### src/rtl/route_reg_arbiter_if.sv
// Bus between requesters and the shared route-register arbiter.
// Master drives requests/data/release; slave (the arbiter) drives grant and write port.
interface route_reg_arbiter_if #(
    parameter int N_REQ = 5,
    parameter int DW    = 3
);
    logic [N_REQ-1:0]    req_i;
    logic [N_REQ*DW-1:0] data_i;
    logic [N_REQ-1:0]    release_i;
    logic [N_REQ-1:0]    gnt_o;
    logic                en_o;
    logic [DW-1:0]       write_o;
    logic [2:0]          owner_o;
    logic                busy_o;

    modport master (
        output req_i, data_i, release_i,
        input  gnt_o, en_o, write_o, owner_o, busy_o
    );

    modport slave (
        input  req_i, data_i, release_i,
        output gnt_o, en_o, write_o, owner_o, busy_o
    );
endinterface

### src/rtl/route_reg_arbiter.sv
// Round-robin owner arbiter for a shared route register: one-cycle write strobe
// on grant, ownership held until the owner's release strobe.
module route_reg_arbiter #(
    parameter int N_REQ = 5,
    parameter int DW    = 3
) (
    input  logic                clk,
    input  logic                rst,
    route_reg_arbiter_if.slave  bus
);
    typedef enum logic [1:0] {IDLE, LOAD, HOLD} state_t;

    state_t           state_q, state_d;
    logic [2:0]       ptr_q, ptr_d;
    logic [N_REQ-1:0] gnt_q, gnt_d;
    logic             en_q, en_d;
    logic [DW-1:0]    write_q, write_d;
    logic [2:0]       owner_q, owner_d;
    logic             busy_q, busy_d;

    logic [2:0]       win_idx;
    logic             win_found;
    logic             rel_own;

    // First requester at or above ptr, wrapping back to 0.
    always_comb begin
        win_found = 1'b0;
        win_idx   = '0;
        for (int i = 0; i < N_REQ; i++) begin
            if (!win_found && bus.req_i[(int'(ptr_q) + i) % N_REQ]) begin
                win_found = 1'b1;
                win_idx   = 3'((int'(ptr_q) + i) % N_REQ);
            end
        end
    end

    // gnt_q is one-hot at the owner, so masking picks the owner's release only.
    assign rel_own = |(bus.release_i & gnt_q);

    always_comb begin
        state_d = state_q;
        ptr_d   = ptr_q;
        gnt_d   = gnt_q;
        en_d    = 1'b0;
        write_d = write_q;
        owner_d = owner_q;
        busy_d  = busy_q;
        case (state_q)
            IDLE: begin
                gnt_d  = '0;
                busy_d = 1'b0;
                if (win_found) begin
                    state_d = LOAD;
                    gnt_d   = N_REQ'(1) << win_idx;
                    owner_d = win_idx;
                    write_d = bus.data_i[win_idx*DW +: DW];
                    en_d    = 1'b1;
                    busy_d  = 1'b1;
                end
            end
            LOAD, HOLD: begin
                state_d = HOLD;
                if (rel_own) begin
                    state_d = IDLE;
                    gnt_d   = '0;
                    busy_d  = 1'b0;
                    ptr_d   = (owner_q == 3'(N_REQ - 1)) ? 3'd0 : owner_q + 3'd1;
                end
            end
            default: begin
                state_d = IDLE;
                gnt_d   = '0;
                busy_d  = 1'b0;
            end
        endcase
    end

    always_ff @(posedge clk) begin
        if (rst) begin
            state_q <= IDLE;
            ptr_q   <= '0;
            gnt_q   <= '0;
            en_q    <= 1'b0;
            write_q <= '0;
            owner_q <= '0;
            busy_q  <= 1'b0;
        end else begin
            state_q <= state_d;
            ptr_q   <= ptr_d;
            gnt_q   <= gnt_d;
            en_q    <= en_d;
            write_q <= write_d;
            owner_q <= owner_d;
            busy_q  <= busy_d;
        end
    end

    assign bus.gnt_o   = gnt_q;
    assign bus.en_o    = en_q;
    assign bus.write_o = write_q;
    assign bus.owner_o = owner_q;
    assign bus.busy_o  = busy_q;
endmodule
### src/flat_wrapper.sv
// flat-port wrapper written by rule: the top's interface ports become plain ports
module route_reg_arbiter_flat 
#(
    parameter int N_REQ = 5,
    parameter int DW    = 3
)
  (clk, rst, bus_req_i, bus_data_i, bus_release_i, bus_gnt_o, bus_en_o, bus_write_o, bus_owner_o, bus_busy_o);
  route_reg_arbiter_if #(.N_REQ(N_REQ), .DW(DW)) bus_i ();
  input  logic clk;
  input  logic rst;
  input wire logic [$bits(bus_i.req_i)-1:0] bus_req_i;
  input wire logic [$bits(bus_i.data_i)-1:0] bus_data_i;
  input wire logic [$bits(bus_i.release_i)-1:0] bus_release_i;
  output wire logic [$bits(bus_i.gnt_o)-1:0] bus_gnt_o;
  output wire logic [$bits(bus_i.en_o)-1:0] bus_en_o;
  output wire logic [$bits(bus_i.write_o)-1:0] bus_write_o;
  output wire logic [$bits(bus_i.owner_o)-1:0] bus_owner_o;
  output wire logic [$bits(bus_i.busy_o)-1:0] bus_busy_o;
  assign bus_i.req_i = bus_req_i;
  assign bus_i.data_i = bus_data_i;
  assign bus_i.release_i = bus_release_i;
  assign bus_gnt_o = bus_i.gnt_o;
  assign bus_en_o = bus_i.en_o;
  assign bus_write_o = bus_i.write_o;
  assign bus_owner_o = bus_i.owner_o;
  assign bus_busy_o = bus_i.busy_o;
  route_reg_arbiter #(.N_REQ(N_REQ), .DW(DW)) u_core (.clk(clk), .rst(rst), .bus(bus_i));
endmodule
### config.mk
export PLATFORM = sky130hd
export DESIGN_NAME = route_reg_arbiter_flat
export DESIGN_NICKNAME = d
export VERILOG_FILES = /design/src/rtl/route_reg_arbiter_if.sv /design/src/rtl/route_reg_arbiter.sv /design/src/flat_wrapper.sv
export SDC_FILE = /design/constraint.sdc
export NUM_CORES = 1
export LEC_CHECK = 0
export ABC_AREA = 1
export CAP_MARGIN = 20
export CORE_ASPECT_RATIO = 0.75
export CORE_UTILIZATION = 25
export CTS_BUF_LIST = sky130_fd_sc_hd__clkbuf_8
export DETAILED_ROUTE_END_ITERATION = 12
export GPL_TIMING_DRIVEN = 0
export PLACE_DENSITY = 0.5
export SYNTH_ARGS = -nofsm -noshare
export SYNTH_HDL_FRONTEND = slang
export SYNTH_SLANG_ARGS = --single-unit
### constraint.sdc
create_clock -name clk -period 5.1 [get_ports clk]
set_input_delay 0.765 -clock clk [delete_from_list [all_inputs] [get_ports clk]]
set_output_delay 0.765 -clock clk [all_outputs]
set_load 0.005 [all_outputs]
==> impl_metrics.tcl, run 1 <==
set metrics [dict create \
    grt_use_met1_pct 20.1 \
    startpoint_type "flop" \
    maxCapViolCount 0 \
    max_clock_freq_ghz 0.220 \
    min_path_type "flop to flop" \
    final_cell_mix "nand2_1 (122), inv_1 (57), nand3_1 (40)" \
    p_leak_nw 1.54 \
    drive_above_1_share_pct 15.9 \
    dieArea_um2 10400 \
    min_period_ns 4.54 \
    syn-num-nets 453 \
    ys_types 36 \
    grtUsageMet2_pct 19.3 \
    rsz0062_at_grt "false" \
    crit_slowest_cell "ha_1" \
    drc 0 \
    placed_area_um2 3050 \
    port_buffers 39 \
    p_int_uw 953 \
    fillers 1054 \
    crit_top_cell "nand2_1" \
    clock_sinks 18 \
    grt-ovfl-total 0 \
    rows 31 \
    rr_worst_depth 27 \
    die-width_um 117 \
    avgViaCountPerCell 4.34 \
    worst_ep_arrival_time_ns 4.74 \
    place_congestion 0.860 \
    final.setup.tns_ns 0 \
    worst_path_largest_cell_delay_ns 0.53 \
    synthArstFlopShare_pct 0 \
    cts_buffer_depth 2 \
    min_period_over_period_pct 89.1 \
    design.core.area_um2 9660 \
    finalSetupViolCount 0 \
    dp.cells 575 \
    skew_ns 0.00233 \
    synth_area_um2 2490 \
    p_clk_share_pct 5.2 \
    post-cts-setup-buffers 0 \
    vias 2511 \
    clk-insertion-delay-late_ns 0.26 \
    rrSetupSlack_ns 0.56 \
    nNetsFinal 497 \
    ant_nets 0 \
    drtPass1Iterations 4 \
    pwr-share-seq_pct 10.3 \
    powerDensity_nw_per_um2 754 \
    share_comb_of_total_power_pct 84.5 \
    grt_pass1_wl_um 10600 \
    clk_pin_slew_ns 0.07 \
    multi_input_area_um2 1840 \
    use_met3_pct 1.30 \
    cts_tree "yes" \
    end_kind "flop" \
    cts_buffers 3 \
    switching_share_pct 59.3 \
    relSlewSlack_pct 68.3 \
    finalHoldViolCount 0 \
    seq_area_um2 360 \
    worstReg2RegEnd "u_core.bus.write_o[0]" \
    r2r-start "u_core.ptr_q[0]" \
    crit_type "flop to flop" \
    power_switching_mw 1.39 \
    maxSlewViolCount 0 \
    finalInstanceArea_um2 3110 \
    num_antenna_cells 0 \
    synth_seq_cells 18 \
    outcome "complete, no violations" \
    yosys_warnings 0 \
    worst_pin_slew_ns 0.470 \
    synth_flop_cell "dfxtp_1" \
    hold_end "u_core.bus.busy_o" \
    drtIter0Drc 89 \
    final_common_cell "nand2_1" \
    antenna_found_initial 0 \
    die_h_um 88.5 \
    area_delta_synth_final_pct 24.6 \
    wire_per_inst_um 11.4 \
    grt_usage_pct 12.8 \
    synth_cells 404 \
    critPathMaxFanout 11 \
    final_cells 579 \
    io_pins 40 \
    synth_edf_count 0 \
    busiest_layer "met1" \
    hpwl_um 5580 \
    min_from "u_core.bus.busy_o" \
    ir_drop_v 0.000223 \
    cts_resized 0 \
    holdPathStages 2 \
    first_global_vias 2163 \
    holdBufCountCts 0 \
    initial_core_util_pct 25.8 \
    grt_max_degree 12 \
    worstPathRequired_ns 5.30 \
    wl_um 6620 \
    avgSynthCellArea_um2 6.17 \
    cts_root_buffer "clkbuf_8" \
    ctsHtreeMaxLevel 1 \
    seq_area_frac_synth_pct 14.5 \
]
## cell type report
cell class                      count  share of cell area (%)
Tap cell                          132                    5.32
Inverter                           65                    8.10
Clock buffer                        4                    1.77
Sequential cell                    18                    11.6
Timing Repair Buffer               39                    12.6
Buffer                              4                    1.41
Multi-Input combinational cell    317                    59.2
## flip-flops by register name, summed over array words and instances (netlist names)
register and flops:
u_core.bus.busy_o 1, u_core.bus.en_o 1, u_core.bus.gnt_o 5, u_core.bus.owner_o 3
u_core.bus.write_o 3, u_core.ptr_q 3, u_core.state_q 2
## cell usage after synthesis, types with 2 or more instances
| master | instances | area (um^2) |
|---|---|---|
| a211oi_1 | 2 | 15.0 |
| a21oi_1 | 18 | 90.1 |
| a21oi_2 | 4 | 35.0 |
| a22o_1 | 2 | 17.5 |
| dfxtp_1 | 18 | 360 |
| ha_1 | 22 | 275 |
| inv_1 | 57 | 214 |
| inv_2 | 5 | 18.8 |
| nand2_1 | 122 | 458 |
| nand2_2 | 24 | 150 |
| nand2_4 | 8 | 90.1 |
| nand3_1 | 40 | 200 |
| nand3_2 | 7 | 70.1 |
| nand4_1 | 9 | 56.3 |
| nor2_1 | 16 | 60.1 |
| nor2_2 | 3 | 18.8 |
| nor2_4 | 4 | 45.0 |
| o211ai_1 | 2 | 15.0 |
| o21ai_0 | 20 | 100 |
| o21ai_1 | 2 | 10.0 |
| o21ai_2 | 2 | 17.5 |
| xor2_1 | 3 | 26.3 |
## power by group through the flow
stage / combinational (mW) / clock, mW / sequential [mW]
2_1_floorplan: 1.53 / 0 / 0.235
3_3_place_gp: 1.95 / 0 / 0.243
3_5_place_dp: 1.97 / 0 / 0.245
4_1_cts: 1.98 / 0.123 / 0.242
5_1_grt: 2.24 / 0.128 / 0.248
6_report: 1.98 / 0.121 / 0.242
## stage by stage
stage	utilization, %	total power [mW]	hold slack [ns]	setup WS, ns
global placement	31.6	2.19	0.474	0.531
global route	32.2	2.62	0.500	0.100
CTS	32.1	2.35	0.483	0.467
finish	32.2	2.34	0.482	0.558
detailed placement	31.6	2.22	0.473	0.495
floorplan	-	1.77	0.462	1.21
## cell families after synthesis
| logic type | Yosys count | synth area share (%) |
|---|---|---|
| simple gates | 238 | 48.7 |
| compound gates | 53 | 12.3 |
| buf+inv | 69 | 11.7 |
| xor+xnor | 4 | 1.71 |
| flops | 18 | 14.5 |
| fa+ha+maj | 22 | 11.0 |
## critical path: cells and delay by family (launching register included)
kind                       cells  cell delay (ns)
xor gates and xnor gates       1             0.26
DFF                            1             0.52
AOI/OAI and AO/OA              3             0.39
buffers and inverters          6             0.81
adders and majority gates      3             0.97
and+or+nand+nor               14             1.53
## metal layers
metal / vias to the layer above / part of all wire (%)
met4: 0 / 0.27
met5: - / 0
li1: 1372 / -
met1: 1104 / 55
met3: 2 / 3.0
met2: 33 / 42
## how the worst max path moves through the flow
stage,startpoint,to,slack (ns),depth (start not counted)
6_report,u_core.ptr_q[0],u_core.bus.write_o[0],0.56,27
5_1_grt,u_core.ptr_q[0],u_core.bus.write_o[0],0.10,29
4_1_cts,u_core.ptr_q[0],u_core.bus.write_o[0],0.47,29
3_5_place_dp,u_core.ptr_q[0],u_core.bus.write_o[0],0.50,30
3_3_place_gp,u_core.ptr_q[0],u_core.bus.write_o[0],0.53,29
2_1_floorplan,u_core.ptr_q[0],u_core.bus.write_o[0],1.21,30
(Power assumes the default switching activity.)
==> run 2, diff against run 1 <==
--- a/config.mk
+++ b/config.mk
@@ -8,8 +8,10 @@
 export ABC_AREA = 1
 export CAP_MARGIN = 20
 export CORE_ASPECT_RATIO = 0.75
+export CORE_MARGIN = 4
 export CORE_UTILIZATION = 25
 export CTS_BUF_LIST = sky130_fd_sc_hd__clkbuf_8
+export CTS_CLUSTER_DIAMETER = 100
 export DETAILED_ROUTE_END_ITERATION = 12
 export GPL_TIMING_DRIVEN = 0
 export PLACE_DENSITY = 0.5
==> run 2 against run 1 <==
Wire length rose by 1.8%. Utilization fell by 0.27 points. First-iteration DRC count rose by 87%. Highest routed layer unchanged. Largest cell class unchanged. Die area rose by 12%. Largest power group unchanged. Global-route usage fell by 0.85 points. Via count rose by 0.84%. Final area fell by 0.44%. Total power fell by 1.5%.
==> impl_metrics.tcl, run 2 (synthesis results as in run 1) <==
set metrics [dict create \
    final_common_cell "nand2_1" \
    wire_per_inst_um 11.7 \
    placed_area_um2 3050 \
    p_leak_nw 1.54 \
    place_congestion 0.887 \
    clock_sinks 18 \
    powerDensity_nw_per_um2 746 \
    pwr-share-seq_pct 10.5 \
    worst_ep_arrival_time_ns 4.74 \
    grt_usage_pct 12.0 \
    cts_root_buffer "clkbuf_8" \
    die-width_um 123 \
    final.setup.tns_ns 0 \
    ctsHtreeMaxLevel 1 \
    design.core.area_um2 9700 \
    maxSlewViolCount 0 \
    finalHoldViolCount 0 \
    post-cts-setup-buffers 0 \
    cts_tree "yes" \
    relSlewSlack_pct 69.5 \
    skew_ns 0.00116 \
    num_antenna_cells 0 \
    ant_nets 0 \
    drtIter0Drc 166 \
    maxCapViolCount 0 \
    switching_share_pct 59.4 \
    grt_pass1_wl_um 11600 \
    end_kind "flop" \
    io_pins 40 \
    drive_above_1_share_pct 15.7 \
    port_buffers 39 \
    finalInstanceArea_um2 3090 \
    dieArea_um2 11600 \
    worst_slack_ns 0.544 \
    outcome "complete, no violations" \
    p_int_uw 937 \
    final_cell_mix "nand2_1 (122), inv_1 (57), nand3_1 (40)" \
    drc 0 \
    power_switching_mw 1.37 \
    area_delta_synth_final_pct 24.1 \
    share_comb_of_total_power_pct 85.3 \
    startpoint_type "flop" \
    dp_slack_ns 0.440 \
    holdBufCountCts 0 \
    rsz0062_at_grt "false" \
    p_clk_share_pct 4.3 \
    antenna_found_initial 0 \
    min_period_ns 4.56 \
    initial_core_util_pct 25.7 \
    clk_pin_slew_ns 0.07 \
    cts_resized 0 \
    crit_type "flop to flop" \
    ir_drop_v 0.000217 \
    clk-insertion-delay-late_ns 0.25 \
    vias 2532 \
    nNetsFinal 497 \
    min_path_type "flop to flop" \
    die_h_um 94.5 \
    power_mw 2.31 \
    rows 31 \
    grt_max_degree 12 \
    min_period_over_period_pct 89.3 \
    critPathMaxFanout 11 \
    worstPathRequired_ns 5.29 \
    cts_buffers 3 \
    worst_pin_slew_ns 0.457 \
    largest_reg_flops 5 \
    first_global_vias 2466 \
    drtPass1Iterations 4 \
    max_clock_freq_ghz 0.220 \
    hpwl_um 5730 \
    avgViaCountPerCell 4.38 \
    grt-ovfl-total 0 \
    wl_um 6740 \
    finalSetupViolCount 0 \
    cts_buffer_depth 2 \
]
-- run 2: cell count changes in the layout (fill, tap and decap cells not counted), sizes merged --
cell,previous run,this run
clkbuf,5,4
-- run 2: critical path, stage by stage (launching register included) --
cell and delay (ns):
dfxtp_1 0.51, clkinvlp_4 0.35, ha_1 0.55, inv_2 0.12, ha_1 0.21, nor2_1 0.13, nand2_1 0.10, nand2_2 0.12
xor2_1 0.28, ha_1 0.23, inv_1 0.06, o21ai_2 0.18, nand3_2 0.14, nand2_2 0.13, nand2_1 0.07, nand3_1 0.06
nand2_1 0.05, nand2_1 0.05, nand2_1 0.08, inv_1 0.11, nand2_2 0.07, nor2_4 0.12, nand2_1 0.07, nand2_1 0.22
inv_1 0.12, nor2_1 0.13, a21oi_1 0.07, a21oi_2 0.13
-- run 2: path summary, 6_finish.rpt --
check	end	slack [ns]	depth (start not counted)	startpoint
setup reg to reg	u_core.bus.write_o[0]	0.54	27	u_core.ptr_q[0]
hold / removal	u_core.bus.busy_o	0.47	2	u_core.bus.busy_o
setup / recovery	u_core.bus.write_o[0]	0.54	27	u_core.ptr_q[0]
hold reg to reg	u_core.bus.busy_o	0.47	2	u_core.bus.busy_o
-- run 2: layout make-up --
| class | count | area (um^2) |
|---|---|---|
| Buffer | 4 | 43.8 |
| Clock buffer | 3 | 41.3 |
| Fill cell | 1074 | 6600 |
| Inverter | 65 | 251 |
| Multi-Input combinational cell | 317 | 1840 |
| Sequential cell | 18 | 360 |
| Tap cell | 132 | 165 |
| Timing Repair Buffer | 39 | 390 |
-- run 2: metrics by stage --
stage | hold slack [ns] | std cells | util [%]
6_report | 0.473 | 578 | 31.9
3_5_place_dp | 0.466 | 575 | 31.4
3_3_place_gp | 0.469 | 575 | 31.4
2_1_floorplan | 0.462 | 404 | -
4_1_cts | 0.475 | 578 | 31.9
5_1_grt | 0.509 | 578 | 31.9
-- run 2: power by group through the flow --
stage | logic, mW | registers [mW] | clock network, mW
after floorplan | 1.53 | 0.235 | 0
after global placement | 1.94 | 0.243 | 0
after detailed placement | 1.97 | 0.243 | 0
after CTS | 1.98 | 0.240 | 0.101
after global routing | 2.26 | 0.250 | 0.108
final | 1.97 | 0.241 | 0.0985
-- run 2: layer usage --
metal	part of all wire [%]	wire length, um	global-route usage [%]	up-vias
met1	57	3850	18.3	1117
met3	2.3	152	1.62	6
met5	0	0	0	-
li1	-	-	-	1379
met4	0.76	51	2.12	0
met2	40	2680	17.9	30
